[config.mk]
export PLATFORM = sky130hd
export DESIGN_NAME = best_readout_ctrl
export DESIGN_NICKNAME = d
export VERILOG_FILES = /design/src/rtl/best_readout_ctrl.sv
export SDC_FILE = /design/constraint.sdc
export NUM_CORES = 1
export LEC_CHECK = 0
export BUFFER_PORTS_ARGS = -buffer_cell sky130_fd_sc_hd__buf_4
export CORE_MARGIN = 2
export CORE_UTILIZATION = 35
export DETAILED_ROUTE_END_ITERATION = 10
export GPL_ROUTABILITY_DRIVEN = 0
export GPL_TIMING_DRIVEN = 0
export PLACE_DENSITY = 0.53
export SLEW_MARGIN = 15
export SYNTH_ARGS = -nofsm -noshare
export SYNTH_HDL_FRONTEND = slang
export SYNTH_SLANG_ARGS = --single-unit
[constraint.sdc]
create_clock -name clk -period 3.4 [get_ports clk]
set_input_delay 0.17 -clock clk [delete_from_list [all_inputs] [get_ports clk]]
set_output_delay 0.17 -clock clk [all_outputs]
set_load 0.02 [all_outputs]
[src/rtl/best_readout_ctrl.sv]
// -----------------------------------------------------------------------------
// best_readout_ctrl
//
// Address and readout controller for the best-track circular buffer.
// The write side runs a continuous time base (adw/we). Accepted L1As are
// turned into window start addresses and queued. A small FSM pops each start
// address, walks the window through the buffer read port, and streams the
// words to the DAQ packer over a valid/ready handshake. The protected
// boundary (adb) tells the memory which region must not be overwritten.
//
// Optional feature (macro BEST_RO_BXN_EN):
//   A 12-bit free-running BX counter is captured with every queued L1A. The
//   captured value is presented on l1a_bxn while dout_first is high, and is
//   0 otherwise. Without the macro there is no counter and no l1a_bxn port.
//
// Ports:
//   clk           in   system clock (40 MHz BX clock)
//   rst_n         in   asynchronous active-low reset
//   l1a           in   L1A accept strobe, one cycle
//   l1a_delay     in   latency (BX) from buffer write to L1A
//   wblock        in   window length in words (0 is treated as 1)
//   full          in   buffer-full flag from the memory
//   adw           out  buffer write address
//   we            out  buffer write enable
//   adr           out  buffer read address (data appears on dr next cycle)
//   adb           out  protected boundary: start of oldest unread window
//   dr            in   buffer read data
//   dout          out  readout word
//   dout_valid    out  dout holds a valid word
//   dout_first    out  first word of a window
//   dout_last     out  last word of a window
//   dout_ready    in   downstream accepts dout this cycle
//   l1a_bxn       out  BX number of the L1A (only with BEST_RO_BXN_EN)
//   l1a_overflow  out  one-cycle pulse: an L1A was dropped
// -----------------------------------------------------------------------------
module best_readout_ctrl #(
    parameter int AW     = 8,
    parameter int DW     = 34,
    parameter int QDEPTH = 4
) (
    input  logic          clk,
    input  logic          rst_n,
    input  logic          l1a,
    input  logic [AW-1:0] l1a_delay,
    input  logic [AW-1:0] wblock,
    input  logic          full,
    output logic [AW-1:0] adw,
    output logic          we,
    output logic [AW-1:0] adr,
    output logic [AW-1:0] adb,
    input  logic [DW-1:0] dr,
    output logic [DW-1:0] dout,
    output logic          dout_valid,
    output logic          dout_first,
    output logic          dout_last,
    input  logic          dout_ready,
`ifdef BEST_RO_BXN_EN
    output logic [11:0]   l1a_bxn,
`endif
    output logic          l1a_overflow
);

    localparam int QAW = $clog2(QDEPTH);
`ifdef BEST_RO_BXN_EN
    localparam int EW  = AW + 12;
`else
    localparam int EW  = AW;
`endif

    typedef enum logic [1:0] {
        S_IDLE = 2'd0,
        S_LOAD = 2'd1,
        S_READ = 2'd2,
        S_DONE = 2'd3
    } state_t;

    // Write side
    logic [AW-1:0] adw_q;
    logic          we_q;

    // Pending-L1A queue
    logic [EW-1:0] q_mem [QDEPTH];
    logic [QAW-1:0] q_wp_q;
    logic [QAW-1:0] q_rp_q;
    logic [QAW:0]   q_cnt_q;
    logic           q_empty;
    logic           q_full;
    logic           push;
    logic           pop;
    logic [EW-1:0]  entry_in;
    logic [EW-1:0]  head;
    logic [AW-1:0]  head_start;
    logic           ovf_q;

    // Readout FSM
    state_t         state_q;
    logic [AW-1:0]  ptr_q;
    logic [AW-1:0]  cnt_q;
    logic [AW-1:0]  win_start_q;
    logic           first_pend_q;
    logic           dr_vld_q;
    logic           xfer;
    logic           last_word;

    // Output register
    logic [DW-1:0]  dout_q;
    logic           dout_valid_q;
    logic           dout_first_q;
    logic           dout_last_q;

`ifdef BEST_RO_BXN_EN
    logic [11:0]    bx_q;
    logic [11:0]    head_bx;
    logic [11:0]    win_bx_q;
    logic [11:0]    l1a_bxn_q;
`endif

    // ------------------------------------------------------------------
    // Write side: we rises on the first clock after reset and stays up,
    // adw then advances every cycle with no stall.
    // ------------------------------------------------------------------
    always_ff @(posedge clk or negedge rst_n) begin
        if (!rst_n) begin
            we_q  <= 1'b0;
            adw_q <= '0;
        end else begin
            we_q <= 1'b1;
            if (we_q) begin
                adw_q <= adw_q + AW'(1);
            end
        end
    end

`ifdef BEST_RO_BXN_EN
    always_ff @(posedge clk or negedge rst_n) begin
        if (!rst_n) begin
            bx_q <= '0;
        end else begin
            bx_q <= bx_q + 12'd1;
        end
    end
`endif

    // ------------------------------------------------------------------
    // Pending-L1A queue. A push into a full queue is still accepted when
    // the FSM pops in the same cycle.
    // ------------------------------------------------------------------
    assign q_empty = (q_cnt_q == '0);
    assign q_full  = (q_cnt_q == (QAW+1)'(QDEPTH));
    assign pop     = (state_q == S_LOAD);
    assign push    = l1a && !full && (!q_full || pop);
    assign head    = q_mem[q_rp_q];
    assign head_start = head[AW-1:0];

`ifdef BEST_RO_BXN_EN
    assign entry_in = {bx_q, adw_q - l1a_delay};
    assign head_bx  = head[AW+11:AW];
`else
    assign entry_in = adw_q - l1a_delay;
`endif

    always_ff @(posedge clk) begin
        if (push) begin
            q_mem[q_wp_q] <= entry_in;
        end
    end

    always_ff @(posedge clk or negedge rst_n) begin
        if (!rst_n) begin
            q_wp_q  <= '0;
            q_rp_q  <= '0;
            q_cnt_q <= '0;
            ovf_q   <= 1'b0;
        end else begin
            if (push) begin
                q_wp_q <= q_wp_q + QAW'(1);
            end
            if (pop) begin
                q_rp_q <= q_rp_q + QAW'(1);
            end
            case ({push, pop})
                2'b10:   q_cnt_q <= q_cnt_q + (QAW+1)'(1);
                2'b01:   q_cnt_q <= q_cnt_q - (QAW+1)'(1);
                default: q_cnt_q <= q_cnt_q;
            endcase
            ovf_q <= l1a && !push;
        end
    end

    // ------------------------------------------------------------------
    // Readout. ptr_q is the address whose word is on dr this cycle (once
    // dr_vld_q is set). adr is driven combinationally one ahead on a
    // transfer so the memory delivers the next word without a bubble, and
    // held on a stall so dr stays stable for the blocked word.
    // ------------------------------------------------------------------
    assign xfer      = (state_q == S_READ) && dr_vld_q && (!dout_valid_q || dout_ready);
    assign last_word = (cnt_q == AW'(1));
    assign adr       = xfer ? (ptr_q + AW'(1)) : ptr_q;

    always_comb begin
        if (state_q == S_READ || state_q == S_DONE) begin
            adb = win_start_q;
        end else if (!q_empty) begin
            adb = head_start;
        end else begin
            adb = adw_q;
        end
    end

    always_ff @(posedge clk or negedge rst_n) begin
        if (!rst_n) begin
            state_q      <= S_IDLE;
            ptr_q        <= '0;
            cnt_q        <= '0;
            win_start_q  <= '0;
            first_pend_q <= 1'b0;
            dr_vld_q     <= 1'b0;
            dout_q       <= '0;
            dout_valid_q <= 1'b0;
            dout_first_q <= 1'b0;
            dout_last_q  <= 1'b0;
`ifdef BEST_RO_BXN_EN
            win_bx_q     <= '0;
            l1a_bxn_q    <= '0;
`endif
        end else begin
            // Output register: load on transfer, clear flags once accepted
            if (xfer) begin
                dout_q       <= dr;
                dout_valid_q <= 1'b1;
                dout_first_q <= first_pend_q;
                dout_last_q  <= last_word;
`ifdef BEST_RO_BXN_EN
                l1a_bxn_q    <= first_pend_q ? win_bx_q : 12'd0;
`endif
            end else if (dout_valid_q && dout_ready) begin
                dout_valid_q <= 1'b0;
                dout_first_q <= 1'b0;
                dout_last_q  <= 1'b0;
`ifdef BEST_RO_BXN_EN
                l1a_bxn_q    <= 12'd0;
`endif
            end

            case (state_q)
                S_IDLE: begin
                    if (!q_empty) begin
                        state_q <= S_LOAD;
                    end
                end
                S_LOAD: begin
                    ptr_q        <= head_start;
                    win_start_q  <= head_start;
                    cnt_q        <= (wblock == '0) ? AW'(1) : wblock;
                    first_pend_q <= 1'b1;
                    dr_vld_q     <= 1'b0;
`ifdef BEST_RO_BXN_EN
                    win_bx_q     <= head_bx;
`endif
                    state_q      <= S_READ;
                end
                S_READ: begin
                    // dr carries the word for ptr_q from the second READ cycle on
                    dr_vld_q <= 1'b1;
                    if (xfer) begin
                        ptr_q        <= ptr_q + AW'(1);
                        cnt_q        <= cnt_q - AW'(1);
                        first_pend_q <= 1'b0;
                        if (last_word) begin
                            dr_vld_q <= 1'b0;
                            state_q  <= S_DONE;
                        end
                    end
                end
                S_DONE: begin
                    state_q <= S_IDLE;
                end
                default: begin
                    state_q <= S_IDLE;
                end
            endcase
        end
    end

    assign adw          = adw_q;
    assign we           = we_q;
    assign dout         = dout_q;
    assign dout_valid   = dout_valid_q;
    assign dout_first   = dout_first_q;
    assign dout_last    = dout_last_q;
    assign l1a_overflow = ovf_q;
`ifdef BEST_RO_BXN_EN
    assign l1a_bxn      = l1a_bxn_q;
`endif

endmodule

# ---- Yosys cells after proc, flatten, opt, wreduce, memory -nomap -nowiden
# Memory sizes are Yosys's and may differ from the RTL's.
# Cells that the tools add are included.
dict set report totals {
  elab_cells 79
  n_memories 1
  in_bits 55
  output_inout_bits 63
  mem_bits_rw 32
  reg_bits 82
}
dict set report classes {
  reduce_logical 21
  n_eq_ne 10
  mux 23
  add_sub_neg 8
}
# memory depth word_bits read_ports rd_clocked_by_memory_dff wr line_no
set memory_table {}
lappend memory_table {q_mem 4 8 1 0 1 82} ;# logic [EW-1:0] q_mem [QDEPTH];
# operator count
set op_table {}
lappend op_table {{8-bit 2-to-1 mux} 5}
lappend op_table {{8-bit case mux with 2 select lines} 2}
lappend op_table {{8-bit by 1-bit adder with 8-bit output (second input constant)} 2}
lappend op_table {{1-bit 2-to-1 mux} 9}
lappend op_table {{8-bit by 1-bit == test with 1-bit output (second input constant)} 1}
lappend op_table {{8-bit zero test} 1}
lappend op_table {{2-bit case mux with 4 select lines} 1}
lappend op_table {{8-bit by 1-bit subtractor with 8-bit output (second input constant)} 1}
lappend op_table {{8-bit subtractor} 1}
lappend op_table {{2-bit == test (second input constant)} 3}
lappend op_table {{1-bit logical AND} 6}
lappend op_table {{2-bit 2-to-1 mux} 3}
lappend op_table {{2-bit != test (second input constant)} 3}
lappend op_table {{3-bit case mux with 2 select lines} 1}
lappend op_table {{2-bit nonzero test} 3}
lappend op_table {{2-bit by 1-bit adder with 2-bit output (second input constant)} 2}
lappend op_table {{2-bit by 1-bit == test with 1-bit output (second input constant)} 2}
lappend op_table {{1-bit zero test} 4}
lappend op_table {{1-bit case mux with 2 select lines} 2}
lappend op_table {{3-bit by 1-bit adder with 3-bit output (second input constant)} 1}
lappend op_table {{3-bit == test (second input constant)} 1}
lappend op_table {{3-bit zero test} 1}
lappend op_table {{1-bit logical OR} 3}
lappend op_table {{3-bit AND reduction} 1}
lappend op_table {{3 further kinds} 3}

# ---- Longest topological paths before layout
dict set report logic_depth {
  word_depth 6
  ltp_mapped 9
  depth_no_buf 9
}

# ---- Worst setup path after synthesis
# No wires, ideal clock.
dict set report synth_path {
  path_type {register -> register}
  from {register state_q[1]}
  to {register q_cnt_q[2]}
  setup_slack_ns 1.181
  path_stages_with_launch 10
  required_ns 3.277
  arrival_time_ns 2.096
  cell_sequence {dfrtp_1 -> inv_1 -> ha_1 -> buf_2 -> buf_1 -> nand2_1 -> fa_1 -> nor4_1 -> a31oi_1 -> xnor2_1}
}
dict set report synth_via {
  elab_chain_cells 5
  word_cells_on_any_way 7
  cone_classes {eq/ne (3); mux (1); reduce/logical (3)}
}
# item line_no
set synth_rtl {}
lappend synth_rtl {{start, declared} 96} ;# state_t state_q;
lappend synth_rtl {{start signal, assigned} 212} ;# state_q <= S_IDLE;
lappend synth_rtl {{start signal, assigned} 248} ;# state_q <= S_LOAD;
lappend synth_rtl {{start signal, assigned} 260} ;# state_q <= S_READ;
lappend synth_rtl {{2-bit by 1-bit == test with 1-bit output *} 150} ;# assign pop = (state_q == S_LOAD);
lappend synth_rtl {{1-bit logical OR} 151} ;# assign push = l1a && !full && (!q_full || pop);
lappend synth_rtl {{1-bit logical AND} 151}
lappend synth_rtl {{2-bit by 1-bit == test with 1-bit output / 2-bit == test (equally long branches)} 181} ;# case ({push, pop})
lappend synth_rtl {{3-bit case mux with 2 select lines / 2-bit nonzero test (equally long branches)} n/a}
lappend synth_rtl {{end signal, assigned} 182} ;# 2'b10: q_cnt_q <= q_cnt_q + (QAW+1)'(1);
lappend synth_rtl {{end signal, assigned} 183} ;# 2'b01: q_cnt_q <= q_cnt_q - (QAW+1)'(1);
lappend synth_rtl {{end signal, assigned} 184} ;# default: q_cnt_q <= q_cnt_q;
lappend synth_rtl {{end, declared} 85} ;# logic [QAW:0] q_cnt_q;
# Mark *: on every way between the ends. The rest lies on a longest branch, timed or not.
# A chain may end at the register's enable or synchronous reset.

# ---- Worst setup path after layout
# Same ends and word-level chain as after synthesis.

==> run summary <==
status: finished, final reports clean
top sig layer: met4
clk buf depth: 2
PwrDens: 1050 mW/mm^2
H-tree lvl count: 4
Area contributors post-synth: dfrtp_1 (38%), edfxtp_1 (18%), mux2_2 (9.2%), ha_1 (4.4%), xnor2_1 (3.4%)
Leakage: 0.00323 uW
Buffers on Ports: 117
FF+latch count, synth: 114
Clk Latency, worst-skew pair: 0.41 ns
most frequent cells after synthesis: dfrtp_1 (82), mux2_2 (44), nand2_1 (34), edfxtp_1 (32), xnor2_1 (21)
FILL cells: 1351
crit path from: state_q[1]
WL met2: 5840 um
Tot Pwr: 7830 uW
reg2reg start: state_q[1]
detailed-route DRC error count: 0
number of synthesized flops with an enable pin: 32
total setup buffers inserted after CTS: 0
Mapped Nets: 496
YS warnings: 0
Setup Skew: 0.0133 ns
# diodes: 0
most common cell in the netlist: dfrtp_1
Post-Syn Area: 0.00538 mm^2
total track usage: 15.4%
setup ws final: 0.697 ns
Clock Tree Root: clkbuf_16
Vias/cell: 4.80
RSZ-0062 raised after global routing: false
worst path cell trace: inv_1 > ha_1 > buf_2 > buf_1 > nand2_1 > fa_1 > nor4_1 > a31oi_1 > xnor2_1
via count of the routed design: 3807
Hold Vio Cnt, Final: 0
CP max stage cell: buf_1
part of the Yosys area used for sequential elements: 56.0%
crit end category: register
clock sink count: 114
top_reg_cell synth: dfrtp_1
hold crit path type: primary input to register
VDD IR max: 0.000402 V
kind of critical path: register to register
Slew Limit Headroom: 49.6%
Worst R2R Setup Slack: 0.70 ns
Netlist cell types: 53
CTS Buf Count: 17
Die Y: 128 um
final count of pins violating max slew: 0
Req. time, crit path: 3.69 ns
final core occ: 49.3%
reg2reg path depth: 9
FP Rows: 45
crit path buf inv count: 3
die area: 0.0164 mm^2
clock slew at reported path FFs: 0.05 ns
per-cell routed wire length: 15.4 um
Post-Syn Instances: 420
Worst path depth: 9
Startpoint Class: register
Final setup violation count: 0
NumNets Final: 668
global-route wire length before repair: 19400 um
fin crit share: 79.5%
largest stage delay on the critical path: 0.52 ns
Max-Cap Viols: 0
worst r2r dst: q_cnt_q[2]
post-CTS resize count: 0
Hold Buf Count CTS: 36
First DRT Iteration DRCs: 133
FMAX: 370 MHz
share of layout cells above drive strength 1: 35.0%
min cycle time layout: 2.70 ns
Yosys top cell area share: 38.2%
DR pass1 iterations: 4
total I/O pin count: 118
Post-Route M1 WL: 5610 um
async set-reset flop share out of synthesis: 71.9%
wire length on met3: 578 um
Setup crit end: q_cnt_q[2]
Area growth syn-to-layout: 38.4%
GRT Residual Overflow: 0
Post-Place Worst Slack: 0.705 ns
CTS tree: built
CP delay by family, top: buffers and inverters
post-route ant nets: 0
core area: 0.0151 mm^2
TNS Setup: 0 ns
CP Max Fanout: 10
Yosys top cell by area: dfrtp_1
number of global-route vias before repair: 3845
initial core utilization: 35.6%
Routed WL: 12200 um
chip width: 128 um
initial antenna violation count: 0
Avg Inst Size Synth: 12.8 um^2
largest net degree at the start of global routing: 83
Arr. time, crit path: 2.99 ns
worst slew pin tran: 0.757 ns
Post-DP HPWL: 8580 um
==> cell type report <==
cell class              count  area (um^2)  share of cell area [%]
well taps                 188          235                    3.16
clock buffers              23          478                    6.43
repair buffers            153         1240                    16.7
plain buffers              18         86.3                    1.16
clock inverters             9          106                    1.43
flip-flops and latches    114         3010                    40.5
inverters                  19         71.3                   0.959
multi-input cells         269         2210                    29.7
==> worst min-delay path, delay by kind of cell <==
family	cells	cell delay [ns]
compound gates	1	0.10
simple gates	1	0.03
buf+inv	1	0.09
==> routing by layer <==
metal | up-vias | global-route usage (%)
met4 | 0 | 6.33
li1 | 1859 | -
met2 | 108 | 25.4
met1 | 1826 | 19.5
met5 | - | 0
met3 | 14 | 3.80
==> cell families after synthesis <==
kind of cell	share of synthesized area (%)
other	0.0697
adder cells (fa/ha/maj)	5.17
XOR/XNOR	4.72
buffers and inverters	2.93
flip-flops	56.0
AND/OR/NAND/NOR	8.63
multiplexers	15.8
AO/OA/AOI/OAI	6.68
==> stage by stage <==
step	instance area [um^2]	hold WS, ns	std cells
finish	7440	0.0309	793
global placement	6490	0.404	725
CTS	7430	0.0000338	793
global route	7440	0.0304	793
detailed placement	6490	0.408	725
floorplan	5380	-0.126	420
==> flip-flops by register name, indices dropped and copies added (netlist names) <==
name and flops:
q_rp_q 2, we 1, win_start_q 8, q_cnt_q 3, l1a_overflow 1, cnt_q 8
dout_first 1, dr_vld_q 1, dout_valid 1, state_q 2, q_wp_q 2, first_pend_q 1
ptr_q 8, q_mem 32, adw 8, dout 34, dout_last 1
==> worst min path at each step <==
| stage | start | endpoint | slack (ns) | cells after the start |
|---|---|---|---|---|
| final | wblock[2] | cnt_q[2] | 0.03 | 3 |
| after global routing | wblock[3] | cnt_q[3] | 0.03 | 3 |
| after CTS | wblock[2] | cnt_q[2] | 0.00003 | 3 |
| after detailed placement | dr[30] | dout[30] | 0.41 | 2 |
| after global placement | dr[18] | dout[18] | 0.40 | 2 |
| after floorplan | rst_n | adw[0] | -0.13 | 0 |
==> placed cells by master, fill, tap and decap left out, types with 4 or more instances in the layout <==
cell type      count
nand2_1           34
nor2_1            14
nand3_1            8
xnor2_1           21
dfrtp_1           82
inv_1             19
mux2i_1           16
clkinvlp_4         4
dlygate4sd3_1     36
clkbuf_1          10
nor3_1             5
mux4_2             8
mux2_2            44
nand4_1            6
buf_4            117
o22ai_1            7
clkbuf_16         17
ha_1              19
buf_2              6
o21ai_0           15
nand2b_1           5
edfxtp_1          32
a21oi_1           16
xor2_1             8
and2_1             5
==> power by group <==
group	total [uW]	switching [uW]	internal (uW)
Clock	1730	595	1130
Sequential	2500	425	2080
Combinational	3600	1970	1630
(Power assumes the default switching activity.)
